--- config.mk ---
export PLATFORM = sky130hd
export DESIGN_NAME = product_accumulator
export DESIGN_NICKNAME = d
export VERILOG_FILES = /design/src/rtl/product_accumulator.sv
export SDC_FILE = /design/constraint.sdc
export NUM_CORES = 1
export LEC_CHECK = 0
export CAP_MARGIN = 20
export CELL_PAD_IN_SITES_DETAIL_PLACEMENT = 0
export CELL_PAD_IN_SITES_GLOBAL_PLACEMENT = 1
export CORE_MARGIN = 5
export CORE_UTILIZATION = 33
export CTS_CLUSTER_SIZE = 30
export DETAILED_ROUTE_END_ITERATION = 8
export PLACE_DENSITY = 0.72
export SYNTH_ARGS = -nofsm -noshare
export SYNTH_HDL_FRONTEND = slang
export SYNTH_SLANG_ARGS = --single-unit
--- constraint.sdc ---
create_clock -name clk -period 2 [get_ports clk]
set_input_delay 0.3 -clock clk [delete_from_list [all_inputs] [get_ports clk]]
set_output_delay 0.3 -clock clk [all_outputs]
set_load 0.005 [all_outputs]
--- src/rtl/product_accumulator.sv ---
`default_nettype none
// ============================================================================
// product_accumulator : sums a frame of 8-bit multiplier products and presents
// sum/count/overflow on a valid/ready output. Optional macro: ACC_SAT_EN.
// Rev 1.0
// ============================================================================
module product_accumulator #(
  parameter int ACC_W = 16,
  parameter int LEN_W = 4
) (
  input  logic             clk,
  input  logic             rst,
  input  logic             in_valid,
  output logic             in_ready,
  input  logic [7:0]       in_prod,
  input  logic             in_last,
  output logic             out_valid,
  input  logic             out_ready,
  output logic [ACC_W-1:0] out_acc,
  output logic [LEN_W-1:0] out_count,
  output logic             out_ovf
);

  typedef enum logic [0:0] {
    ACCUM = 1'b0,
    DONE  = 1'b1
  } state_t;

  localparam logic [ACC_W-1:0] ACC_MAX = '1;
  localparam logic [LEN_W-1:0] CNT_MAX = '1;
  localparam logic [LEN_W-1:0] CNT_ONE = {{(LEN_W-1){1'b0}}, 1'b1};

  state_t           state_q, state_d;
  logic [ACC_W-1:0] acc_q, acc_d;
  logic [LEN_W-1:0] count_q, count_d;
  logic             ovf_q, ovf_d;

  logic [ACC_W:0]   sum;
  logic [LEN_W-1:0] count_inc;
  logic             beat_ok;

  assign in_ready  = (state_q == ACCUM) && !rst;
  assign beat_ok   = in_valid && in_ready;
  // One extra bit so the carry out of the accumulator is visible.
  assign sum       = {1'b0, acc_q} + {{(ACC_W-7){1'b0}}, in_prod};
  assign count_inc = count_q + CNT_ONE;

  always_comb begin
    state_d = state_q;
    acc_d   = acc_q;
    count_d = count_q;
    ovf_d   = ovf_q;
    case (state_q)
      ACCUM: begin
        if (beat_ok) begin
          count_d = count_inc;
          ovf_d   = ovf_q | sum[ACC_W];
`ifdef ACC_SAT_EN
          // Once clamped the register sits at ACC_MAX, so any later add carries again.
          acc_d   = sum[ACC_W] ? ACC_MAX : sum[ACC_W-1:0];
`else
          acc_d   = sum[ACC_W-1:0];
`endif
          if (in_last || (count_inc == CNT_MAX)) begin
            state_d = DONE;
          end
        end
      end
      DONE: begin
        if (out_ready) begin
          state_d = ACCUM;
          acc_d   = '0;
          count_d = '0;
          ovf_d   = 1'b0;
        end
      end
      default: state_d = ACCUM;
    endcase
  end

  always_ff @(posedge clk or posedge rst) begin
    if (rst) begin
      state_q <= ACCUM;
      acc_q   <= '0;
      count_q <= '0;
      ovf_q   <= 1'b0;
    end else begin
      state_q <= state_d;
      acc_q   <= acc_d;
      count_q <= count_d;
      ovf_q   <= ovf_d;
    end
  end

  assign out_valid = (state_q == DONE);
  assign out_acc   = acc_q;
  assign out_count = count_q;
  assign out_ovf   = ovf_q;

endmodule
`default_nettype wire

==> results.md, run 1 <==
- Crit path capture type: register
- Fmax: 0.5176 GHz
- Total of max-cap violations: 0
- DP Area: 2012 um^2
- CTS Root Cell: clkbuf_8
- Post-synthesis sequential area ratio: between 30% and 40%
- Hold_buf cts: 0
- Initial antenna violation count: 0
- Post-synth EDFFs: 0
- Hold Crit Depth: 4
- Cell Rows: 24
- Outcome: completed
- Hold Path Class: in2reg
- Post-Synthesis Cells: 158
- Final Worst Setup Slack: 0.06816 ns
- Crit path kind: in2reg
- Gr usage total: 14.51%
- Placer congestion estimate: 0.8434
- Unrepaired setup endpoints after global routing: yes
- Clock latency at the later pin of the worst-skew pair: 0.27 ns
- Worst Min Path Start: in_prod[0]
- Die Wd: 75.78 um
- Pwr dens: roughly 1100 nW/um^2
- Worst Clk Skew: about 0.008 ns
- Mapped Area: around 1400 um^2
- WL final: 3.966 mm
- Crit-path slowest cell: or4_1
- Layout cell share with drive strength beyond 1: 21.00%
- Full die area: 5742 um^2
- Clock slew at reported path FFs: approximately 0.09 ns
- First-iteration detailed-routing DRC count: 107
- Minimum clock period: 1.932 ns
- Buffers on Ports: 35
- Worst setup SP type: input pin
- Synth area leaders: dfrtp_1, ha_1, o21ai_0
- Hold EP: out_acc[0]
- Filler cells: roughly 400
- Post-synth top cells: dfrtp_1, o21ai_0, nand2_1, nand3_1, a21oi_1
- Synth async-reset ratio: 100.0%
- Top_reg_cell synth: dfrtp_1
- Synth top area share: around two fifths
- CTS tree: yes
- Num ports: 36
- Starting Density: 33.48%
- Worst-path cell chain: clkdlybuf4s50_1 > ha_1 > a211oi_2 > o21ai_2 > a31oi_4 > or4_1 > nand4_1
- Vias in the first global route: 1404
- R2r endpoint: out_acc[14]
- CP Data Required Time: ~2.2 ns
- Largest net degree at the start of global routing: 23
- CTS buffer count: 3
- Leak: between 0.9 and 1 nW
- First-pass GRT wire length: approximately 6.4 mm
- Worst path max stage delay: between 0.5 and 0.6 ns
- H-tree levels: 1
- Worst hold margin: between 0.3 and 0.4 ns
- P&R area growth vs syn: 51.53%
- R2R Setup Slk: 0.11 ns
- Dpl hpwl: 2.938 mm
- Worst-path fanout max: 4
- Syn Nets: between 150 and 200
- Clk buf depth: 2
- Cell count of the worst reg-to-reg path: 8
- Final Total Pwr: 2.308 mW
- Slew margin rel.: 79.39%
- Avg WL per Cell: 14.63 um
- Core ar.: 4264 um^2
- Count of cell types in the netlist: 39
- Via count: 1443
- Pre-CTS setup slack: -0.4058 ns
- Worst VDD drop: 0.6446 mV
- Final period util: 96.59%
- Final Setup Violations: 0
- Worst R2R Start: out_acc[0]
- Final Hold Violating Endpoints: 0
- # diodes: 0
- Grt ovf: 0
- Fin Setup TNS: 0 ns
- Cell area after layout: 2163 um^2
- Slew at the pin closest to its max-slew limit: 0.3085 ns
- Synth Area per Inst: 9.036 um^2
- Worst endpoint data arrival time: around 2.1 ns
- Most frequent cell after synthesis: dfrtp_1
- DRC viols: 0
- Vias per cell: about 5.3
- Yosys Warn Count: 0
- Detailed Routing Iterations Pass 1: 4
- Max-slew violation count: 0
- Post-synthesis register bit count: 22
- Die Ht: between 70 and 80 um
- Antenna Nets Post-Route: 0
- Fin nets: around 250
- Clock sink total: 22
- Synth area leader: dfrtp_1
## metrics by stage
| stage | util [%] | cells |
|---|---|---|
| 2_1_floorplan | - | 158 |
| 3_5_place_dp | 47.18 | 265 |
| 4_1_cts | 49.21 | 268 |
| 3_3_place_gp | 47.18 | 265 |
| 6_report | 50.73 | 271 |
| 5_1_grt | 50.73 | 271 |
## per-layer routing
layer / wire (um) / global-route usage (%)
met1: 1712 / 17.34
met2: 2037 / 26.52
met3: 206 / 3.694
met4: 9 / 2.136
met5: 0 / 0
## worst max-delay path by stage
stage / end / slack [ns] / from / cells after the start
after floorplan: out_acc[14] / 0.03 / out_acc[0] / 8
after global placement: out_acc[14] / -0.35 / in_prod[0] / 9
after detailed placement: out_acc[11] / -0.41 / in_prod[1] / 7
after CTS: out_acc[14] / -0.01 / in_prod[0] / 9
after global routing: out_acc[15] / -0.005 / in_prod[1] / 7
final: out_acc[15] / 0.07 / in_prod[1] / 7
## report_power, final
part / total, mW / internal, mW / switching [mW]
combinational: 1.33 / 0.743 / 0.592
clock: 0.286 / 0.135 / 0.152
sequential: 0.687 / 0.560 / 0.127
## critical path: cells and delay by family
family	cells	cell delay (ns)
AND/OR/NAND/NOR	2	0.61
AO/OA/AOI/OAI	3	0.47
buffers and inverters	1	0.43
adder cells (fa/ha/maj)	1	0.32
## flip-flops by register name, indices dropped and copies added, names as in the netlist
register,flops
out_count,4
out_acc,16
out_valid,1
out_ovf,1
## cell families after synthesis
| family | synth area share [%] |
|---|---|
| XOR/XNOR | 4.295 |
| buffers and inverters | 4.207 |
| flip-flops | 38.56 |
| adder cells (fa/ha/maj) | 10.17 |
| AO/OA/AOI/OAI | 22.61 |
| AND/OR/NAND/NOR | 20.16 |
## layout by cell type (no fill, tap or decap), drive strengths merged, types with 3 or more instances in the layout
master / synthesis / final
clkbuf: 5 / 3
dfrtp: 22 / 22
xor2: 5 / 5
nor2: 6 / 6
ha: 10 / 10
nand3: 12 / 12
buf: 1 / 29
nand2: 12 / 12
nand4: 4 / 4
o31ai: 6 / 6
clkdlybuf4s50: 0 / 33
o21ai: 15 / 15
inv: 8 / 8
a21oi: 12 / 12
or3: 3 / 3
o211ai: 6 / 6
nor2b: 3 / 3
## repair_timing
item	4_1_cts	5_1_grt
pin swaps	4	10
gates resized for setup	7	11
endpoints found under the setup margin	8	7
setup buffers	0	3
## layout make-up
type / instances / area, um^2 / area share, %
multi-input cells: 122 / 899.6 / 41.58
repair buffers: 64 / 576.8 / 26.66
flip-flops and latches: 22 / 550.5 / 25.45
well taps: 52 / 65.06 / 3.008
clock buffers: 3 / 41.29 / 1.909
inverters: 8 / 30.03 / 1.388
No activity file was read; power rests on OpenSTA's default activity.
==> inputs of run 2 (changes only) <==
HOLD_SLACK_MARGIN = 0.02   (was not set)
REMOVE_ABC_BUFFERS = 1   (was not set)
==> run 2 against run 1 <==
Effect of this change:
- design area is 4.2% higher
- largest power group unchanged
- first-iteration DRC count is 5.6% lower
- power is 6.1% higher
==> results.md, run 2 (synthesis gave the netlist of run 1 again) <==
- Fin nets: 252 (+2.9%)
- Worst VDD drop: 0.5115 mV (-21%)
- WL final: 4.149 mm (+4.6%)
- Hold Crit Depth: 4 (unchanged)
- Total of max-cap violations: 0 (unchanged)
- Leading cell types in the layout, fill and taps excluded: buf_4, clkdlybuf4s50_1, dfrtp_1
- Hold EP: out_acc[0]
- Grt ovf: 0 (unchanged)
- # diodes: 0 (unchanged)
- Layout cell share with drive strength beyond 1: 26.43% (+5.4 points)
- H-tree levels: 1 (unchanged)
- Clock sink total: 22 (unchanged)
- Clock latency at the later pin of the worst-skew pair: 0.27 ns (about the same)
- Final period util: 97.20% (+0.61 points)
- Minimum clock period: 1.944 ns (+0.01221 ns)
- CTS Root Cell: clkbuf_8
- CTS tree: yes
- Avg WL per Cell: 14.87 um (+1.6%)
- Worst Clk Skew: 0.002021 ns (-0.006221 ns)
- Gr usage total: 15.69% (+1.2 points)
- Crit-path slowest cell: or4_4
- Vias per cell: 5.269 (-1.0%)
- Filler cells: 392 (-2.7%)
- Commonest non-fill, non-tap cell in the layout: buf_4
- DRC viols: 0 (unchanged)
- Worst-path cell chain: ha_1 > o211ai_1 > o21ai_2 > a31oi_2 > buf_4 > or4_4 > nand4_1
- Die Ht: 75.78 um (unchanged)
- R2r endpoint: out_acc[15]
- Fmax: 0.5144 GHz (-0.63%)
- Full die area: 5742 um^2 (unchanged)
- Cell count of the worst reg-to-reg path: 7 (-1)
- Largest net degree at the start of global routing: 23 (unchanged)
- Antenna Nets Post-Route: 0 (unchanged)
- P&R area growth vs syn: 57.84%
- Worst-path fanout max: 3 (-1)
- Via count: 1470 (+1.9%)
- Largest delay share family, worst path: simple AND/OR/NAND/NOR gates
- Die Wd: 75.78 um (unchanged)
- DP Area: 2046 um^2 (+1.7%)
- Cell Rows: 24 (unchanged)
- Dpl hpwl: 3.121 mm (+6.2%)
- Num ports: 36 (unchanged)
- Slew margin rel.: 78.91% (-0.48 points)
- Core ar.: 4264 um^2 (unchanged)
- Slew at the pin closest to its max-slew limit: 0.3160 ns (+0.007578 ns)
- Final Setup Violations: 0 (unchanged)
- Max-slew violation count: 0 (unchanged)
- Leak: 0.9878 nW (+6.0%)
- Crit path kind: reg2reg
- Worst endpoint data arrival time: 2.15 ns (+0.02 ns)
- First-iteration detailed-routing DRC count: 101 (-5.6%)
- Unrepaired setup endpoints after global routing: yes
- Detailed Routing Iterations Pass 1: 4 (unchanged)
- Worst R2R Start: out_acc[3]
- CP Data Required Time: 2.21 ns (about the same)
- CTS buffer count: 3 (unchanged)
- Buffers on Ports: 35 (unchanged)
- Pre-CTS setup slack: -0.4455 ns (-0.03970 ns)
- First-pass GRT wire length: 6.775 mm (+6.0%)
- Max reg flops: 16 (unchanged)
- Hold Path Class: in2reg
- WP buf/inv: 1 (unchanged)
- Worst Min Path Start: in_prod[0]
- Outcome: completed
- Final Hold Violating Endpoints: 0 (unchanged)
- Fin Setup TNS: 0 ns (unchanged)
- Starting Density: 33.48% (unchanged)
- Cell area after layout: 2253 um^2 (+4.2%)
- Pwr dens: 1087 nW/um^2 (+1.9%)
- Worst path max stage delay: 0.50 ns (-0.02 ns)
- Clock slew at reported path FFs: 0.08 ns (about the same)
- Placer congestion estimate: 0.8839 (+4.8%)
- Final Worst Setup Slack: 0.05595 ns (-0.01221 ns)
- Vias in the first global route: 1451 (+3.3%)
- Clk buf depth: 2 (unchanged)
- Crit path capture type: register
- R2R Setup Slk: 0.06 ns (-0.05 ns)
- Initial antenna violation count: 0 (unchanged)
- Worst setup SP type: register
==> run 2: area by class of cell <==
type,count,area (um^2),share of cell area [%]
tap,52,65.06,2.887
clock buffer,4,55.05,2.443
inverter,8,30.03,1.333
sequential,22,551.8,24.49
timing repair buffer,71,629.4,27.93
multi-input combinational,122,922.1,40.92
==> run 2: worst min-delay path, cell delays in order <==
cell            delay [ns]
dlymetal6s2s_1        0.12
ha_2                  0.17
nand2_1               0.04
nand2_1               0.05
==> run 2: repair_timing <==
item,4_1_cts,5_1_grt
resized for setup,16,11
hold buffers,0,0
buffers inserted,3,2
hold endpoints to repair,0,0
setup endpoints to repair,9,9
pin swaps,10,9
==> run 2: per-stage QoR <==
stage | utilization (%) | cells | hold WS [ns] | total power [mW]
2_1_floorplan | - | 152 | 0.2892 | 1.260
3_3_place_gp | 47.98 | 270 | 0.4779 | 1.914
3_5_place_dp | 47.98 | 270 | 0.4870 | 1.931
4_1_cts | 51.61 | 277 | 0.5066 | 2.415
5_1_grt | 52.85 | 279 | 0.4634 | 2.635
6_report | 52.85 | 279 | 0.4375 | 2.450
==> run 2: worst max path at each step <==
stage / from / to / slack (ns) / cells past startpoint
2_1_floorplan: out_acc[0] / out_acc[14] / -0.009 / 8
3_3_place_gp: in_prod[0] / out_acc[14] / -0.38 / 9
3_5_place_dp: in_prod[0] / out_acc[14] / -0.45 / 9
4_1_cts: in_prod[0] / out_acc[14] / 0.0008 / 9
5_1_grt: out_acc[3] / out_acc[15] / 0.003 / 7
6_report: out_acc[3] / out_acc[15] / 0.06 / 7
==> run 2: power by group <==
group / leakage (nW) / internal, mW / switching (mW) / total [mW]
combinational: 0.673 / 0.831 / 0.583 / 1.41
clock: 0.0288 / 0.176 / 0.158 / 0.334
sequential: 0.286 / 0.562 / 0.140 / 0.701
total: 0.988 / 1.57 / 0.881 / 2.45
==> run 2: layer usage <==
metal | GRT usage (%) | routed length (um)
met5 | 0 | 0
met4 | 4.854 | 52
met3 | 3.034 | 185
met2 | 27.85 | 2123
met1 | 18.97 | 1788
